`config.mk`:
```
export PLATFORM = sky130hd
export DESIGN_NAME = load_store_unit
export DESIGN_NICKNAME = d
export VERILOG_FILES = /design/src/rtl/load_store_unit.sv
export SDC_FILE = /design/constraint.sdc
export NUM_CORES = 1
export LEC_CHECK = 0
export ABC_AREA = 1
export CAP_MARGIN = 10
export CORE_ASPECT_RATIO = 2
export CORE_MARGIN = 1
export CORE_UTILIZATION = 48
export CTS_CLUSTER_SIZE = 16
export DETAILED_ROUTE_END_ITERATION = 10
export HOLD_SLACK_MARGIN = 0.1
export PLACE_DENSITY = 0.86
export SETUP_SLACK_MARGIN = 0.5
export SLEW_MARGIN = 15
export SYNTH_ARGS = -nofsm -noshare
export SYNTH_HDL_FRONTEND = slang
export SYNTH_SLANG_ARGS = --single-unit
```
`constraint.sdc`:
```
create_clock -name clk -period 3.05 [get_ports clk]
set_clock_uncertainty 0.1 [all_clocks]
set_input_delay 0.61 -clock clk [delete_from_list [all_inputs] [get_ports clk]]
set_output_delay 0.61 -clock clk [all_outputs]
set_load 0.1 [all_outputs]
```
`src/rtl/load_store_unit.sv`:
```
// Load/store unit: byte-lane loads with extension, read-modify-write
// for sub-word stores, and misalignment rejection.
module load_store_unit #(
    parameter int MEM_LATENCY = 1
) (
    input  logic        clk,
    input  logic        rst_b,
    input  logic        req_valid,
    output logic        req_ready,
    input  logic        req_write,
    input  logic [1:0]  req_size,
    input  logic        req_unsigned,
    input  logic [31:0] req_addr,
    input  logic [31:0] req_wdata,
    output logic        resp_valid,
    output logic [31:0] resp_rdata,
    output logic        resp_misaligned,
    output logic [31:0] mem_addr,
    input  logic [7:0]  mem_data_out [0:3],
    output logic [7:0]  mem_data_in  [0:3],
    output logic        mem_write_en
);

    typedef enum logic [1:0] {IDLE, READ, WRITE, RESP} state_t;

    localparam logic [3:0] LAST = 4'(MEM_LATENCY - 1);

    state_t      state;
    logic [3:0]  cnt;
    logic        op_write;
    logic [1:0]  op_size;
    logic        op_unsigned;
    logic [1:0]  op_lane;
    logic [15:0] op_wdata;

    logic        bad_align;
    logic [31:0] load_val;
    logic [7:0]  lo;
    logic [7:0]  hi;
    logic [7:0]  merged [0:3];

    // Classify the incoming request as illegal or misaligned
    always_comb begin
        bad_align = 1'b0;
        unique case (1'b1)
            req_size == 2'd3: bad_align = 1'b1;
            req_size == 2'd2: bad_align = req_addr[1:0] != 2'b00;
            req_size == 2'd1: bad_align = req_addr[0];
            default:          bad_align = 1'b0;
        endcase
    end

    // Pick the addressed lanes out of the read word and extend them
    always_comb begin
        load_val = '0;
        lo = mem_data_out[op_lane];
        hi = mem_data_out[2'(op_lane + 2'd1)];
        unique case (op_size)
            2'd0: load_val = op_unsigned ? {24'd0, lo}
                                         : {{24{lo[7]}}, lo};
            2'd1: load_val = op_unsigned ? {16'd0, hi, lo}
                                         : {{16{hi[7]}}, hi, lo};
            default: load_val = {mem_data_out[3], mem_data_out[2],
                                 mem_data_out[1], mem_data_out[0]};
        endcase
    end

    // Overlay store bytes onto the read word; untouched lanes pass through
    always_comb begin
        for (int k = 0; k < 4; k++) begin
            merged[k] = mem_data_out[k];
            if (2'(k) == op_lane)
                merged[k] = op_wdata[7:0];
            if (op_size == 2'd1 && 2'(k) == 2'(op_lane + 2'd1))
                merged[k] = op_wdata[15:8];
        end
    end

    // Request sequencing with all outputs registered
    always_ff @(posedge clk or negedge rst_b) begin
        if (!rst_b) begin
            state           <= IDLE;
            cnt             <= '0;
            req_ready       <= 1'b1;
            resp_valid      <= 1'b0;
            resp_rdata      <= '0;
            resp_misaligned <= 1'b0;
            mem_addr        <= '0;
            mem_write_en    <= 1'b0;
            op_write        <= 1'b0;
            op_size         <= '0;
            op_unsigned     <= 1'b0;
            op_lane         <= '0;
            op_wdata        <= '0;
            for (int k = 0; k < 4; k++)
                mem_data_in[k] <= '0;
        end else begin
            resp_valid   <= 1'b0;
            mem_write_en <= 1'b0;
            unique case (state)
                IDLE: begin
                    if (req_valid) begin
                        req_ready   <= 1'b0;
                        op_write    <= req_write;
                        op_size     <= req_size;
                        op_unsigned <= req_unsigned;
                        op_lane     <= req_addr[1:0];
                        op_wdata    <= req_wdata[15:0];
                        cnt         <= '0;
                        if (bad_align) begin
                            resp_valid      <= 1'b1;
                            resp_rdata      <= '0;
                            resp_misaligned <= 1'b1;
                            state           <= RESP;
                        end else if (req_write && req_size == 2'd2) begin
                            mem_addr       <= {req_addr[31:2], 2'b00};
                            mem_data_in[0] <= req_wdata[7:0];
                            mem_data_in[1] <= req_wdata[15:8];
                            mem_data_in[2] <= req_wdata[23:16];
                            mem_data_in[3] <= req_wdata[31:24];
                            mem_write_en   <= 1'b1;
                            state          <= WRITE;
                        end else begin
                            mem_addr <= {req_addr[31:2], 2'b00};
                            state    <= READ;
                        end
                    end
                end
                READ: begin
                    if (cnt == LAST) begin
                        cnt <= '0;
                        if (op_write) begin
                            for (int k = 0; k < 4; k++)
                                mem_data_in[k] <= merged[k];
                            mem_write_en <= 1'b1;
                            state        <= WRITE;
                        end else begin
                            resp_valid      <= 1'b1;
                            resp_rdata      <= load_val;
                            resp_misaligned <= 1'b0;
                            state           <= RESP;
                        end
                    end else begin
                        cnt <= cnt + 4'd1;
                    end
                end
                WRITE: begin
                    resp_valid      <= 1'b1;
                    resp_rdata      <= '0;
                    resp_misaligned <= 1'b0;
                    state           <= RESP;
                end
                RESP: begin
                    req_ready <= 1'b1;
                    state     <= IDLE;
                end
                default: state <= IDLE;
            endcase
        end
    end

endmodule

```
==> qor.tcl <==
set qor(synthesized_area_fraction_occupied_by_ao_oa_aoi_and_oai_cells_pct) 14.9
set qor(setup_viol) 0
set qor(max_freq_mhz) 439
set qor(maximum_number_of_pins_on_one_net_before_global_route_repair) 61
set qor(max_cap_viol_count) 0
set qor(worst_slew_pin_slew_ns) 0.606
set qor(hold_wc_path_type) {reg -> reg}
set qor(rows) 61
set qor(critPathCaptureType) {register}
set qor(coreArea_um2) 14000
set qor(fillers) 1173
set qor(yosysWarnings) 0
set qor(register_area_um2) 3160
set qor(max-slew-margin-rel_pct) 59.3
set qor(cts_sinks) 126
set qor(initial_utilization_pct) 49.4
set qor(first_iter_violations) 592
set qor(worstSetupStartpointType) {register}
set qor(grt_overflow) 0
set qor(number_of_global_route_vias_before_repair) 6886
set qor(path_common_cell) {nand2_1}
set qor(worst-path-buf-inv) 2
set qor(grt_use_total_pct) 29.8
set qor(grt_setup_unrepaired) {no}
set qor(clk_root_buffer_cell) {clkbuf_16}
set qor(postRouteAntennaNets) 0
set qor(cpLargestDelayFamily) {adder cells}
set qor(cts.htree.levels) 4
set qor(port_buffers) 200
set qor(remaining_drc_errors) 0
set qor(dpl_worst_slack_ns) 0.382
set qor(basic_gate_share_of_the_synthesized_area_counting_and_or_nand_and_nor_cells_pct) 29.2
set qor(place_area_um2) 8770
set qor(clockBufferDepth) 2
set qor(dieHeight_um) 172
set qor(avgSynthCellArea_um2) 7.16
set qor(drtPass1Iterations) 7
set qor(maxSlewViolCount) 0
set qor(yosys.area_share.adder_pct) 2.36
set qor(syn_inst) 964
set qor(finalWorstSetupSlack_ns) 0.774
set qor(worstPathCellList) {inv_1, ha_1, inv_1, a21oi_1, o21ai_0, nand2_1, nand2_1, nand3_1, nand2_1, nand2_1}
set qor(edff_count_synth) 0
set qor(critPathRequiredTime_ns) 3.31
set qor(ys_seq_elements) 126
set qor(finish.utilization_pct) 67.3
set qor(placed_wire_length_estimate_um) 15700
set qor(worstSetupPathType) {reg -> reg}
set qor(postSynth.asyncResetShare_pct) 100
set qor(area_growth_from_synthesis_to_layout_pct) 36.1
set qor(fraction_of_synthesized_area_in_multiplexers_pct) 0
set qor(dieArea_um2) 14900
set qor(timing_hold_violations_final) 0
set qor(crit_arrival_ns) 2.53
set qor(ys_dominant_reg_cell) {dfrtp_1}
set qor(multiInputGateArea_um2) 3230
set qor(timing.critical_path.slowest_cell_delay_ns) 0.56
set qor(path_clk_slew_ns) 0.06
set qor(boundaryPins) 203
set qor(antenna_found_initial) 1
set qor(netlist_area_um2) 6900
set qor(vias_per_cell) 5.14
set qor(routedWlPerCell_um) 15.5
set qor(vias) 6972
set qor(num-nets-final) 1269
set qor(layout-drive-gt1-share_pct) 14.5
set qor(timing.final.crit_share_pct) 74.6
set qor(yosysTopAreaCell) {dfrtp_1}
set qor(crit_path_top_delay_cell) {ha_1}
set qor(clock_insertion_delay_worst_skew_ns) 0.42
set qor(post-route-min-period_ns) 2.28
set qor(die_width_um) 86.8
set qor(place_congestion) 0.936
set qor(synth_area_in_xor_xnor_pct) 0.127
set qor(cts_inserted_buffers) 17
set qor(yosys-top-cells-area) {dfrtp_1, nand2_1, o21ai_0}
set qor(ys_seq_area_share_pct) 45.7
set qor(first_pass_grt_wire_length_um) 33600
set qor(largest_driver_fanout_on_the_critical_path) 16
set qor(post_synth_num_cell_types) 35
set qor(synth_top_family_by_area) {simple AND/OR/NAND/NOR gates}
set qor(final_cell_area_um2) 9390
set qor(route.final.wire_length_um) 21100
set qor(setup_tns_ns) 0
set qor(post-synth-top-area-fraction_pct) 45.3
set qor(cts_tree) {done}
set qor(result_of_the_run) {finished, final reports clean}
cells in the mapped netlist (3+ instances only):
library cell  number
a21oi_1           19
buf_2             16
buf_4              3
buf_6              6
clkbuf_1          22
dfrtp_1          125
ha_1              13
inv_1             70
inv_2              4
nand2_1          399
nand3_1           16
nor2_1            77
nor2_2             3
o21ai_0          142
o21ai_1            8
o22ai_1           16
per-stage QoR:
step	hold WS, ns	instances
2_1_floorplan	0.214	965
3_3_place_gp	0.355	1322
3_5_place_dp	0.360	1322
4_1_cts	0.373	1355
5_1_grt	0.389	1356
6_report	0.367	1356
repair_timing:
item / in CTS / in global routing
endpoints found under the hold margin: 35 / 0
endpoints found under the setup margin: 0 / 34
resized for setup: 0 / 3
hold buffers: 1 / 0
buffers inserted: 0 / 0
worst paths after layout:
kind	to	start	slack (ns)	depth (start not counted)
max reg2reg	resp_rdata[14]$_DFFE_PN0P_	op_lane[1]$_DFFE_PN0P_	0.77	10
min in group asynchronous	mem_addr[31]$_DFFE_PN0P_	rst_b	0.60	2
max in group asynchronous	resp_rdata[31]$_DFFE_PN0P_	rst_b	1.46	3
min	mem_data_in[0]$_DFFE_PN0P_	mem_data_in[0]$_DFFE_PN0P_	0.37	2
min reg2reg	mem_data_in[0]$_DFFE_PN0P_	mem_data_in[0]$_DFFE_PN0P_	0.37	2
max	resp_rdata[14]$_DFFE_PN0P_	op_lane[1]$_DFFE_PN0P_	0.77	10
logic make-up (layout without fill, tap and decap cells):
family | count (synthesis) | in the layout
simple gates | 508 | 508
compound gates | 194 | 194
flops | 126 | 126
buf+inv | 121 | 322
fa+ha+maj | 13 | 13
other cells | 1 | 3
xor+xnor | 1 | 1
sequential cells by signal, summed over array words and instances, names as in the netlist, 2 cells and up:
register     cells
resp_rdata      32
mem_data_in     32
state            2
cnt              4
mem_addr        30
op_size          2
op_lane          2
op_wdata        16
cells in the final DEF, fill, tap and decap left out, drive strengths merged, types with 2 or more instances in the layout:
cell           synthesis  routed
a21oi                 21      21
a31oi                  2       2
buf                   25     114
bufinv                 0       2
clkbuf                22      17
clkdlybuf4s50          0     101
clkinv                 0       2
clkinvlp               0       3
conb                   1       2
dfrtp                125     125
ha                    13      13
inv                   74      82
nand2                402     402
nand3                 18      18
nor2                  82      82
nor3                   3       3
o211ai                 2       2
o21ai                151     151
o22ai                 17      17
area by class of cell:
type / count / share of cell area, %
Sequential cell: 126 / 33.6
Inverter: 74 / 2.96
Tap cell: 189 / 2.52
Clock inverter: 15 / 1.89
Antenna cell: 1 / 0.0266
Timing Repair Buffer: 216 / 20.1
Multi-Input combinational cell: 718 / 34.4
Clock buffer: 17 / 4.53
layer usage:
layer / track usage, % / wire length (µm) / vias up
li1: - / - / 3425
met4: 19.9 / 1250 / 0
met1: 32.2 / 7730 / 3149
met5: 0 / 0 / -
met2: 51.9 / 10800 / 327
met3: 5.66 / 1240 / 71
tightest hold or removal path, stage by stage, from the launching register on:
cell and delay, ns:
dfrtp_1 0.34, nand2_1 0.05, nand2_1 0.04
Power is not shown: default switching activity piles up to over one toggle a cycle in this logic, so the estimate is an artifact.
